$ cat src/rtl/cpu_bus_pkg.sv
// Shared constants for the CPU datapath bus.
// Holds the bus width, the select-code width, the number of legal
// sources and the 5-bit code assigned to every bus source.
package cpu_bus_pkg;

    localparam int DATA_WIDTH = 32;
    localparam int SEL_WIDTH  = 5;
    localparam int NUM_SRC    = 24;

    localparam logic [SEL_WIDTH-1:0] SEL_R0     = 5'd0;
    localparam logic [SEL_WIDTH-1:0] SEL_R15    = 5'd15;
    localparam logic [SEL_WIDTH-1:0] SEL_HI     = 5'd16;
    localparam logic [SEL_WIDTH-1:0] SEL_LO     = 5'd17;
    localparam logic [SEL_WIDTH-1:0] SEL_Z_HIGH = 5'd18;
    localparam logic [SEL_WIDTH-1:0] SEL_Z_LOW  = 5'd19;
    localparam logic [SEL_WIDTH-1:0] SEL_PC     = 5'd20;
    localparam logic [SEL_WIDTH-1:0] SEL_MDR    = 5'd21;
    localparam logic [SEL_WIDTH-1:0] SEL_INPORT = 5'd22;
    localparam logic [SEL_WIDTH-1:0] SEL_C      = 5'd23;

endpackage

$ cat src/rtl/sel_decode_5_32.sv
// One-hot decoder for the bus select code.
// Ports:
//   select   in  5   source code from the bus encoder
//   oneHot   out 24  one bit per legal source, at most one bit set
//   illegal  out 1   select is outside the legal range (24..31)
module sel_decode_5_32
    import cpu_bus_pkg::*;
(
    input  logic [SEL_WIDTH-1:0] select,
    output logic [NUM_SRC-1:0]   oneHot,
    output logic                 illegal
);

    always_comb begin
        oneHot  = '0;
        illegal = 1'b0;
        case (select) inside
            [SEL_R0:SEL_C]: begin
                for (int i = 0; i < NUM_SRC; i++) begin
                    oneHot[i] = (select == SEL_WIDTH'(i));
                end
            end
            default: illegal = 1'b1;
        endcase
    end

endmodule

$ cat src/rtl/mux_32_1.sv
// Datapath bus multiplexer: drives the shared CPU bus from one of 24 sources
// selected by a 5-bit code. Illegal codes drive zero and set a sticky flag.
// Build option: define MUX_OUT_REG_EN to register BusMuxOut (1-cycle latency,
// cleared asynchronously); otherwise BusMuxOut is purely combinational.
// Ports:
//   clock, clear                 rising-edge clock, async active-high reset
//   BusMuxIn_* / C_sign_extended 32-bit sources (codes 0..23)
//   select                       5-bit source code
//   BusMuxOut                    selected bus value
//   sel_err                      sticky illegal-select flag
module mux_32_1
    import cpu_bus_pkg::*;
#(
    parameter int DATA_WIDTH = cpu_bus_pkg::DATA_WIDTH
) (
    input  logic                  clock,
    input  logic                  clear,
    input  logic [DATA_WIDTH-1:0] BusMuxIn_R0,
    input  logic [DATA_WIDTH-1:0] BusMuxIn_R1,
    input  logic [DATA_WIDTH-1:0] BusMuxIn_R2,
    input  logic [DATA_WIDTH-1:0] BusMuxIn_R3,
    input  logic [DATA_WIDTH-1:0] BusMuxIn_R4,
    input  logic [DATA_WIDTH-1:0] BusMuxIn_R5,
    input  logic [DATA_WIDTH-1:0] BusMuxIn_R6,
    input  logic [DATA_WIDTH-1:0] BusMuxIn_R7,
    input  logic [DATA_WIDTH-1:0] BusMuxIn_R8,
    input  logic [DATA_WIDTH-1:0] BusMuxIn_R9,
    input  logic [DATA_WIDTH-1:0] BusMuxIn_R10,
    input  logic [DATA_WIDTH-1:0] BusMuxIn_R11,
    input  logic [DATA_WIDTH-1:0] BusMuxIn_R12,
    input  logic [DATA_WIDTH-1:0] BusMuxIn_R13,
    input  logic [DATA_WIDTH-1:0] BusMuxIn_R14,
    input  logic [DATA_WIDTH-1:0] BusMuxIn_R15,
    input  logic [DATA_WIDTH-1:0] BusMuxIn_HI,
    input  logic [DATA_WIDTH-1:0] BusMuxIn_LO,
    input  logic [DATA_WIDTH-1:0] BusMuxIn_Z_high,
    input  logic [DATA_WIDTH-1:0] BusMuxIn_Z_low,
    input  logic [DATA_WIDTH-1:0] BusMuxIn_PC,
    input  logic [DATA_WIDTH-1:0] BusMuxIn_MDR,
    input  logic [DATA_WIDTH-1:0] BusMuxIn_InPort,
    input  logic [DATA_WIDTH-1:0] C_sign_extended,
    input  logic [SEL_WIDTH-1:0]  select,
    output logic [DATA_WIDTH-1:0] BusMuxOut,
    output logic                  sel_err
);

    logic [NUM_SRC-1:0]    oneHot;
    logic                  illegal;
    logic [DATA_WIDTH-1:0] srcArr [NUM_SRC];
    logic [DATA_WIDTH-1:0] muxComb;

    sel_decode_5_32 uDecode (
        .select  (select),
        .oneHot  (oneHot),
        .illegal (illegal)
    );

    // Array index equals the select code.
    assign srcArr[0]  = BusMuxIn_R0;
    assign srcArr[1]  = BusMuxIn_R1;
    assign srcArr[2]  = BusMuxIn_R2;
    assign srcArr[3]  = BusMuxIn_R3;
    assign srcArr[4]  = BusMuxIn_R4;
    assign srcArr[5]  = BusMuxIn_R5;
    assign srcArr[6]  = BusMuxIn_R6;
    assign srcArr[7]  = BusMuxIn_R7;
    assign srcArr[8]  = BusMuxIn_R8;
    assign srcArr[9]  = BusMuxIn_R9;
    assign srcArr[10] = BusMuxIn_R10;
    assign srcArr[11] = BusMuxIn_R11;
    assign srcArr[12] = BusMuxIn_R12;
    assign srcArr[13] = BusMuxIn_R13;
    assign srcArr[14] = BusMuxIn_R14;
    assign srcArr[15] = BusMuxIn_R15;
    assign srcArr[16] = BusMuxIn_HI;
    assign srcArr[17] = BusMuxIn_LO;
    assign srcArr[18] = BusMuxIn_Z_high;
    assign srcArr[19] = BusMuxIn_Z_low;
    assign srcArr[20] = BusMuxIn_PC;
    assign srcArr[21] = BusMuxIn_MDR;
    assign srcArr[22] = BusMuxIn_InPort;
    assign srcArr[23] = C_sign_extended;

    // AND-OR selector: an all-zero one-hot (illegal code) yields zero.
    always_comb begin
        muxComb = '0;
        for (int i = 0; i < NUM_SRC; i++) begin
            muxComb = muxComb | (srcArr[i] & {DATA_WIDTH{oneHot[i]}});
        end
    end

`ifdef MUX_OUT_REG_EN
    always_ff @(posedge clock or posedge clear) begin
        if (clear) begin
            BusMuxOut <= '0;
        end else begin
            BusMuxOut <= muxComb;
        end
    end
`else
    assign BusMuxOut = muxComb;
`endif

    always_ff @(posedge clock or posedge clear) begin
        if (clear) begin
            sel_err <= 1'b0;
        end else if (illegal) begin
            sel_err <= 1'b1;
        end
    end

endmodule

$ cat config.mk
export PLATFORM = sky130hd
export DESIGN_NAME = mux_32_1
export DESIGN_NICKNAME = d
export VERILOG_FILES = /design/src/rtl/cpu_bus_pkg.sv /design/src/rtl/sel_decode_5_32.sv /design/src/rtl/mux_32_1.sv
export SDC_FILE = /design/constraint.sdc
export NUM_CORES = 1
export LEC_CHECK = 0
export ABC_CLOCK_PERIOD_IN_PS = 1700
export BUFFER_PORTS_ARGS = -buffer_cell sky130_fd_sc_hd__buf_2
export CAP_MARGIN = 20
export CORE_AREA = 2 2 315 317
export DETAILED_ROUTE_END_ITERATION = 8
export DIE_AREA = 0 0 317 319
export GPL_TIMING_DRIVEN = 0
export PLACE_DENSITY = 0.32
export SYNTH_ARGS = -nofsm -noshare
export SYNTH_HDL_FRONTEND = slang
export SYNTH_SLANG_ARGS = --single-unit
$ cat constraint.sdc
create_clock -name clock -period 1.7 [get_ports clock]
set_input_delay 0.255 -clock clock [delete_from_list [all_inputs] [get_ports clock]]
set_output_delay 0.255 -clock clock [all_outputs]
set_load 0.1 [all_outputs]
==> run_results.csv, run 1 <==
group,metric,value,unit
setup_path,critical_path.reg2reg.startpoint,"sel_err$_DFFE_PP0P_",
clock_network,cts.reportedPaths.clkPinSlew,0,ns
power,net_switching,2.85,mW
layout,layout_common_cells,"775 x sky130_fd_sc_hd__buf_2, 93 x sky130_fd_sc_hd__a22oi_1, 89 x sky130_fd_sc_hd__buf_4, 70 x sky130_fd_sc_hd__buf_12, 69 x sky130_fd_sc_hd__mux2i_1",
power,cellLeakagePower,7.09,nW
global_routing,grt_pass1_vias,12400,
power,maximum_vdd_drop,0.132,mV
layout,number_of_flip_flops_in_the_largest_register,1,
layout,ratio_of_cells_with_drive_above_1_in_the_final_layout,0.747,
layout,post-route-util,0.164,
synth,synth_top_cell_area_share,0.179,
setup_path,r2r_end,"sel_err$_DFFE_PP0P_",
timing,setup_slack,-1.18,ns
synth,yosysTopAreaCell,"sky130_fd_sc_hd__a22oi_1",
synth,synth_warnings,0,
floorplan,initial_core_util,0.0585,
power,total_power,5.04,mW
power,swShare,0.566,
synth,synth.area.top_cells,"sky130_fd_sc_hd__a22oi_1 18%, sky130_fd_sc_hd__mux2i_1 16%, sky130_fd_sc_hd__a22o_1 7.0%",
run,cap_viol_max_count,0,
layout,final_cell_count_no_fill,3046,
global_routing,initial_antenna_violation_count,154,
timing,report.final.setup_viol,32,
synth,dominantRegCellSynth,"sky130_fd_sc_hd__dfrtp_1",
layout,reg.largest.list,"sel_err x1",
clock_network,insertion_delay,0,ns
timing,finalCritPeriodShare,1.69,
timing,finalClockSkew,0,ns
setup_path,worst-path-max-fanout,8,
setup_path,arrival,2.63,ns
place,instance_count_after_placement_with_tap_cells_included,2903,
run_status,status,"finished, violations left",
power,comb_power_share,0.995,
synth,ys_seq_area_frac,0.00438,
place,place.gp.congestion,0.856,
global_routing,overflow,0,
synth,synth_cell_types,65,
setup_path,setup.worst_path.start_class,"primary input",
place,buffers_on_ports,807,
power,intPower,2.19,mW
setup_path,timing.reg2reg.setup_slack,1.08,ns
floorplan,dieArea,101000,µm²
timing,slew-limit-headroom,0.409,
layout,layout_commonest_cell,"sky130_fd_sc_hd__buf_2",
floorplan,die_width,317,µm
synth,synth_edf_count,0,
global_routing,grt_max_degree,11,
setup_path,path_class,"in -> out",
route,dr_total_vias,12300,
synth,synth_area_per_cell,7.28,µm²
floorplan,num_rows,115,
route,wire_per_inst,38.6,µm
power,power-per-cell-area,314,nW/µm²
power,clock_power_share,0,
place,detailed_place.area,12100,µm²
layout,registers.top_by_ff_count,"sel_err",
timing,finalHoldViolCount,0,
synth,synth_async_sr_flop_share,1.00,
route,avgViaCountPerCell,4.04,
setup_path,critical_path_required,1.44,ns
layout,final_nets,2515,
route,drt_iter0_markers,851,
global_routing,global_route_wire_length_before_repair,141000,µm
layout,syn_to_final_growth,180,%
worst_hold_path,hold_path.class,"in -> async",
timing,total_count_of_max_transition_violations_in_the_final_report,0,
route,drtPass1Iterations,6,
synth,synthesis.area,5720,µm²
setup_path,crit_path_end_kind,"output port",
route,detail-route-antenna-nets,0,
power,p_seq_frac,0.005,
synth,synth_seq_cells,1,
synth,synthesis.instances,786,
floorplan,design.portCount,808,
synth,synth.net_count,1561,
layout,finalInstanceArea,16000,µm²
timing,final_period_minus_worst_setup_slack,2.88,ns
timing,unrepaired_setup_endpoints_after_global_routing,"yes",
place,place.detailed.hpwl,101000,µm
floorplan,floorplan_die_height,319,µm
floorplan,core,97700,µm²
timing,fin_tns_setup,-31.69,ns
route,detail_route.drc_violations,0,
setup_path,timing.reg2reg.worst_path_depth,1,
run_status,failed_checks,"setup timing",
global_routing,groute.usage.overall,0.220,
timing,worst_pin_slew,0.875,ns
route,drt_wl_total,117000,µm
timing,fmaxAchievable,347,MHz
clock_network,hold_buffers,0,
how the worst max path moves through the flow:
stage / start / to / slack [ns] / cells past startpoint
2_1_floorplan: select[1] / BusMuxOut[0] / -0.95 / 8
3_3_place_gp: select[4] / BusMuxOut[11] / -3.52 / 8
3_5_place_dp: select[2] / BusMuxOut[19] / -2.49 / 8
4_1_cts: select[1] / BusMuxOut[11] / -1.31 / 11
5_1_grt: select[1] / BusMuxOut[11] / -1.21 / 11
6_report: select[1] / BusMuxOut[23] / -1.18 / 11
worst max-delay path, stage by stage:
cell,delay (ns)
sky130_fd_sc_hd__buf_12,0.11
sky130_fd_sc_hd__buf_8,0.12
sky130_fd_sc_hd__buf_12,0.13
sky130_fd_sc_hd__buf_4,0.14
sky130_fd_sc_hd__buf_12,0.14
sky130_fd_sc_hd__mux2i_2,0.19
sky130_fd_sc_hd__o22ai_2,0.11
sky130_fd_sc_hd__a221oi_4,0.37
sky130_fd_sc_hd__o211ai_1,0.38
sky130_fd_sc_hd__or3_4,0.49
sky130_fd_sc_hd__buf_12,0.17
synth_stat cells, types with 5 or more instances:
cell and n:
sky130_fd_sc_hd__a22oi_1 136, sky130_fd_sc_hd__mux2i_1 94, sky130_fd_sc_hd__nor2_1 61, sky130_fd_sc_hd__a22o_1 46, sky130_fd_sc_hd__nand2_1 45, sky130_fd_sc_hd__buf_2 40
sky130_fd_sc_hd__a221oi_1 35, sky130_fd_sc_hd__a21oi_1 33, sky130_fd_sc_hd__nand4_1 33, sky130_fd_sc_hd__mux2_2 24, sky130_fd_sc_hd__clkbuf_1 23, sky130_fd_sc_hd__and3_1 19
sky130_fd_sc_hd__buf_4 15, sky130_fd_sc_hd__o22ai_1 15, sky130_fd_sc_hd__or3_1 15, sky130_fd_sc_hd__a32oi_1 11, sky130_fd_sc_hd__o211ai_1 10, sky130_fd_sc_hd__nor3_1 9
sky130_fd_sc_hd__nor2_2 8, sky130_fd_sc_hd__a2111oi_0 7, sky130_fd_sc_hd__o2bb2ai_1 7, sky130_fd_sc_hd__and4_1 6, sky130_fd_sc_hd__mux4_2 6, sky130_fd_sc_hd__a221o_1 5
sky130_fd_sc_hd__buf_6 5, sky130_fd_sc_hd__nand3_1 5, sky130_fd_sc_hd__nor4_1 5
timing repair:
action	4_1_cts	5_1_grt
buffers inserted	95	32
cloned	5	4
resized for setup	490	103
endpoints found under the setup margin	33	32
pin swaps	78	75
power groups by stage:
stage | registers (mW) | logic, mW | clock network [mW]
6_report | 0.0242 | 5.02 | 0.00000159
2_1_floorplan | 0.0242 | 1.85 | 0
5_1_grt | 0.0242 | 5.21 | 0.000000237
4_1_cts | 0.0242 | 4.89 | 0
3_3_place_gp | 0.0242 | 3.82 | 0
3_5_place_dp | 0.0242 | 3.88 | 0
final cells by class:
| class | instances | area, µm² |
|---|---|---|
| Antenna cell | 21 | 52.6 |
| Buffer | 79 | 1130 |
| Fill cell | 11300 | 81700 |
| Inverter | 3 | 16.3 |
| Multi-Input combinational cell | 696 | 6790 |
| Sequential cell | 1 | 25.0 |
| Tap cell | 1287 | 1610 |
| Timing Repair Buffer | 959 | 6400 |
per-layer routing:
metal  up-vias  GRT usage  share of wire
met1      5839      0.266           0.40
met4       108     0.0347          0.032
met2       852      0.387           0.47
met5         -          0         0.0060
li1       5249          -              -
met3       271     0.0620          0.089
per-stage QoR:
| stage | setup WS (ns) | hold slack [ns] |
|---|---|---|
| global route | -1.21 | 0.101 |
| floorplan | -0.949 | -0.0163 |
| finish | -1.18 | 0.0920 |
| global placement | -3.52 | 0.0934 |
| CTS | -1.31 | 0.0924 |
| detailed placement | -2.49 | 0.0924 |
logic make-up after synthesis:
family	after synthesis	share of synthesized area
mux	126	0.239
buf+inv	89	0.0858
compound gates	329	0.442
simple gates	241	0.229
flops	1	0.00437
Power figures use the tool's default switching activity.
==> inputs of run 2 (changes only) <==
--- a/config.mk
+++ b/config.mk
@@ -11,8 +11,10 @@
 export CORE_AREA = 2 2 315 317
 export DETAILED_ROUTE_END_ITERATION = 8
 export DIE_AREA = 0 0 317 319
+export GPL_ROUTABILITY_DRIVEN = 0
 export GPL_TIMING_DRIVEN = 0
 export PLACE_DENSITY = 0.32
+export SKIP_LAST_GASP = 1
 export SYNTH_ARGS = -nofsm -noshare
 export SYNTH_HDL_FRONTEND = slang
 export SYNTH_SLANG_ARGS = --single-unit
==> run_results.csv, run 2 (synthesis gave the netlist of run 1 again) <==
group,metric,value,unit
run_status,status,"finished, violations left",
run_status,failed_checks,"setup timing",
layout,number_of_flip_flops_in_the_largest_register,1,
place,instance_count_after_placement_with_tap_cells_included,2903,
setup_path,path_class,"in -> out",
global_routing,global_route_wire_length_before_repair,141000,µm
power,power-per-cell-area,313,nW/µm²
floorplan,num_rows,115,
setup_path,critical_path_required,1.44,ns
setup_path,crit_buf_inv,6,
setup_path,worst-path-max-fanout,8,
route,detail-route-antenna-nets,0,
global_routing,grt_pass1_vias,12300,
route,drt_iter0_markers,793,
route,met2RoutedLength,56300,µm
route,drt_wl_total,117000,µm
timing,total_count_of_max_transition_violations_in_the_final_report,0,
layout,final_nets,2514,
route,met1_length,46800,µm
timing,fmaxAchievable,352,MHz
worst_hold_path,hold_path.class,"in -> async",
timing,report.final.setup_viol,32,
floorplan,dieArea,101000,µm²
layout,final_cell_count_no_fill,3050,
setup_path,critical-path-top-delay-family,"compound AO/OA/AOI/OAI gates",
route,avgViaCountPerCell,4.02,
power,maximum_vdd_drop,0.132,mV
timing,slew-limit-headroom,0.457,
route,detail_route.drc_violations,0,
timing,finalCritPeriodShare,1.67,
timing,final_period_minus_worst_setup_slack,2.84,ns
setup_path,arrival,2.58,ns
setup_path,setup.worst_path.start_class,"primary input",
global_routing,grt_max_degree,11,
place,place.detailed.hpwl,101000,µm
power,swShare,0.567,
floorplan,floorplan_die_height,319,µm
clock_network,cts.reportedPaths.clkPinSlew,0,ns
route,drtPass1Iterations,5,
power,clock_power_share,0,
timing,worst_pin_slew,0.803,ns
global_routing,overflow,0,
route,highest_layer,"met5",
floorplan,initial_core_util,0.0585,
layout,layout_common_cells,"774 x sky130_fd_sc_hd__buf_2, 98 x sky130_fd_sc_hd__a22oi_1, 93 x sky130_fd_sc_hd__buf_4, 71 x sky130_fd_sc_hd__buf_12, 70 x sky130_fd_sc_hd__mux2i_1",
route,detailroute.wirelength.met3,10000,µm
timing,setup_slack,-1.14,ns
floorplan,design.portCount,808,
power,intPower,2.15,mW
timing,finalHoldViolCount,0,
setup_path,timing.critical_path.mode_cell,"sky130_fd_sc_hd__buf_12",
layout,reg.largest.list,"sel_err x1",
layout,registers.top_by_ff_count,"sel_err",
floorplan,core,97700,µm²
power,cellLeakagePower,7.03,nW
route,dr_total_vias,12200,
setup_path,timing.critical_path.slowest_stage_cell,"sky130_fd_sc_hd__or3_4",
clock_network,hold_buffers,0,
timing,unrepaired_setup_endpoints_after_global_routing,"yes",
run,cap_viol_max_count,0,
layout,fillers,11300,
place,buffers_on_ports,807,
layout,combined_area_of_the_multi_input_logic_cells,6690,µm²
setup_path,crit_chain,"buf_12, buf_8, buf_12, buf_4, buf_12, mux2i_2, o22ai_2, a221oi_4, o211ai_1, or3_4, buf_12",
global_routing,initial_antenna_violation_count,154,
power,p_seq_frac,0.005,
setup_path,crit_path_end_kind,"output port",
floorplan,die_width,317,µm
layout,ff_latch_area,25.0,µm²
power,comb_power_share,0.995,
layout,syn_to_final_growth,178,%
timing,fin_tns_setup,-31.47,ns
power,net_switching,2.82,mW
route,wire_per_inst,38.3,µm
setup_path,max_stage_delay,0.48,ns
layout,ratio_of_cells_with_drive_above_1_in_the_final_layout,0.735,
layout,layout_commonest_cell,"sky130_fd_sc_hd__buf_2",
timing,finalClockSkew,0,ns
global_routing,groute.usage.overall,0.219,
clock_network,insertion_delay,0,ns
-- run 2: metal layers --
layer / track usage / vias up
li1: - / 5257
met1: 0.266 / 5805
met2: 0.390 / 824
met3: 0.0611 / 253
met4: 0.0281 / 108
met5: 0 / -
-- run 2: final timing paths --
| check | startpoint | endpoint | slack (ns) | depth (start not counted) |
|---|---|---|---|---|
| max | select[1] | BusMuxOut[23] | -1.14 | 11 |
| min | clear | sel_err$_DFFE_PP0P_ | 0.09 | 2 |
| max reg2reg | sel_err$_DFFE_PP0P_ | sel_err$_DFFE_PP0P_ | 1.08 | 1 |
| min reg2reg | sel_err$_DFFE_PP0P_ | sel_err$_DFFE_PP0P_ | 0.45 | 1 |
| max in group asynchronous | clear | sel_err$_DFFE_PP0P_ | 1.51 | 2 |
| min in group clock | sel_err$_DFFE_PP0P_ | sel_err$_DFFE_PP0P_ | 0.45 | 1 |
-- run 2: per-stage QoR --
step | area [µm²] | utilization | hold slack [ns] | worst slack, ns | power, mW
floorplan | 6050 | - | -0.0163 | -0.949 | 1.88
global placement | 11700 | 0.120 | 0.0934 | -3.52 | 3.84
detailed placement | 12100 | 0.124 | 0.0924 | -2.49 | 3.90
CTS | 15000 | 0.154 | 0.0924 | -1.31 | 4.82
global route | 15900 | 0.162 | 0.0955 | -1.21 | 5.17
finish | 15900 | 0.163 | 0.0942 | -1.14 | 4.97
-- run 2: area by class of cell --
type / instances / share of cell area
multi-input combinational: 696 / 0.421
antenna: 26 / 0.00409
sequential: 1 / 0.00157
tap: 1287 / 0.101
inverter: 3 / 0.00118
timing repair buffer: 957 / 0.399
buffer: 80 / 0.0724
-- run 2: what timing repair did --
| action | in CTS | in global routing |
|---|---|---|
| resized for setup | 430 | 138 |
| setup endpoints to repair | 33 | 32 |
| pin swaps | 75 | 78 |
| gates cloned | 5 | 2 |
| setup buffers | 95 | 32 |
-- run 2: power by group through the flow --
stage / registers, mW / logic, mW / clock network [mW]
final: 0.0242 / 4.95 / 0.00000183
after global routing: 0.0242 / 5.14 / 0.000000396
after CTS: 0.0242 / 4.79 / 0
after detailed placement: 0.0242 / 3.88 / 0
after global placement: 0.0242 / 3.82 / 0
after floorplan: 0.0242 / 1.85 / 0
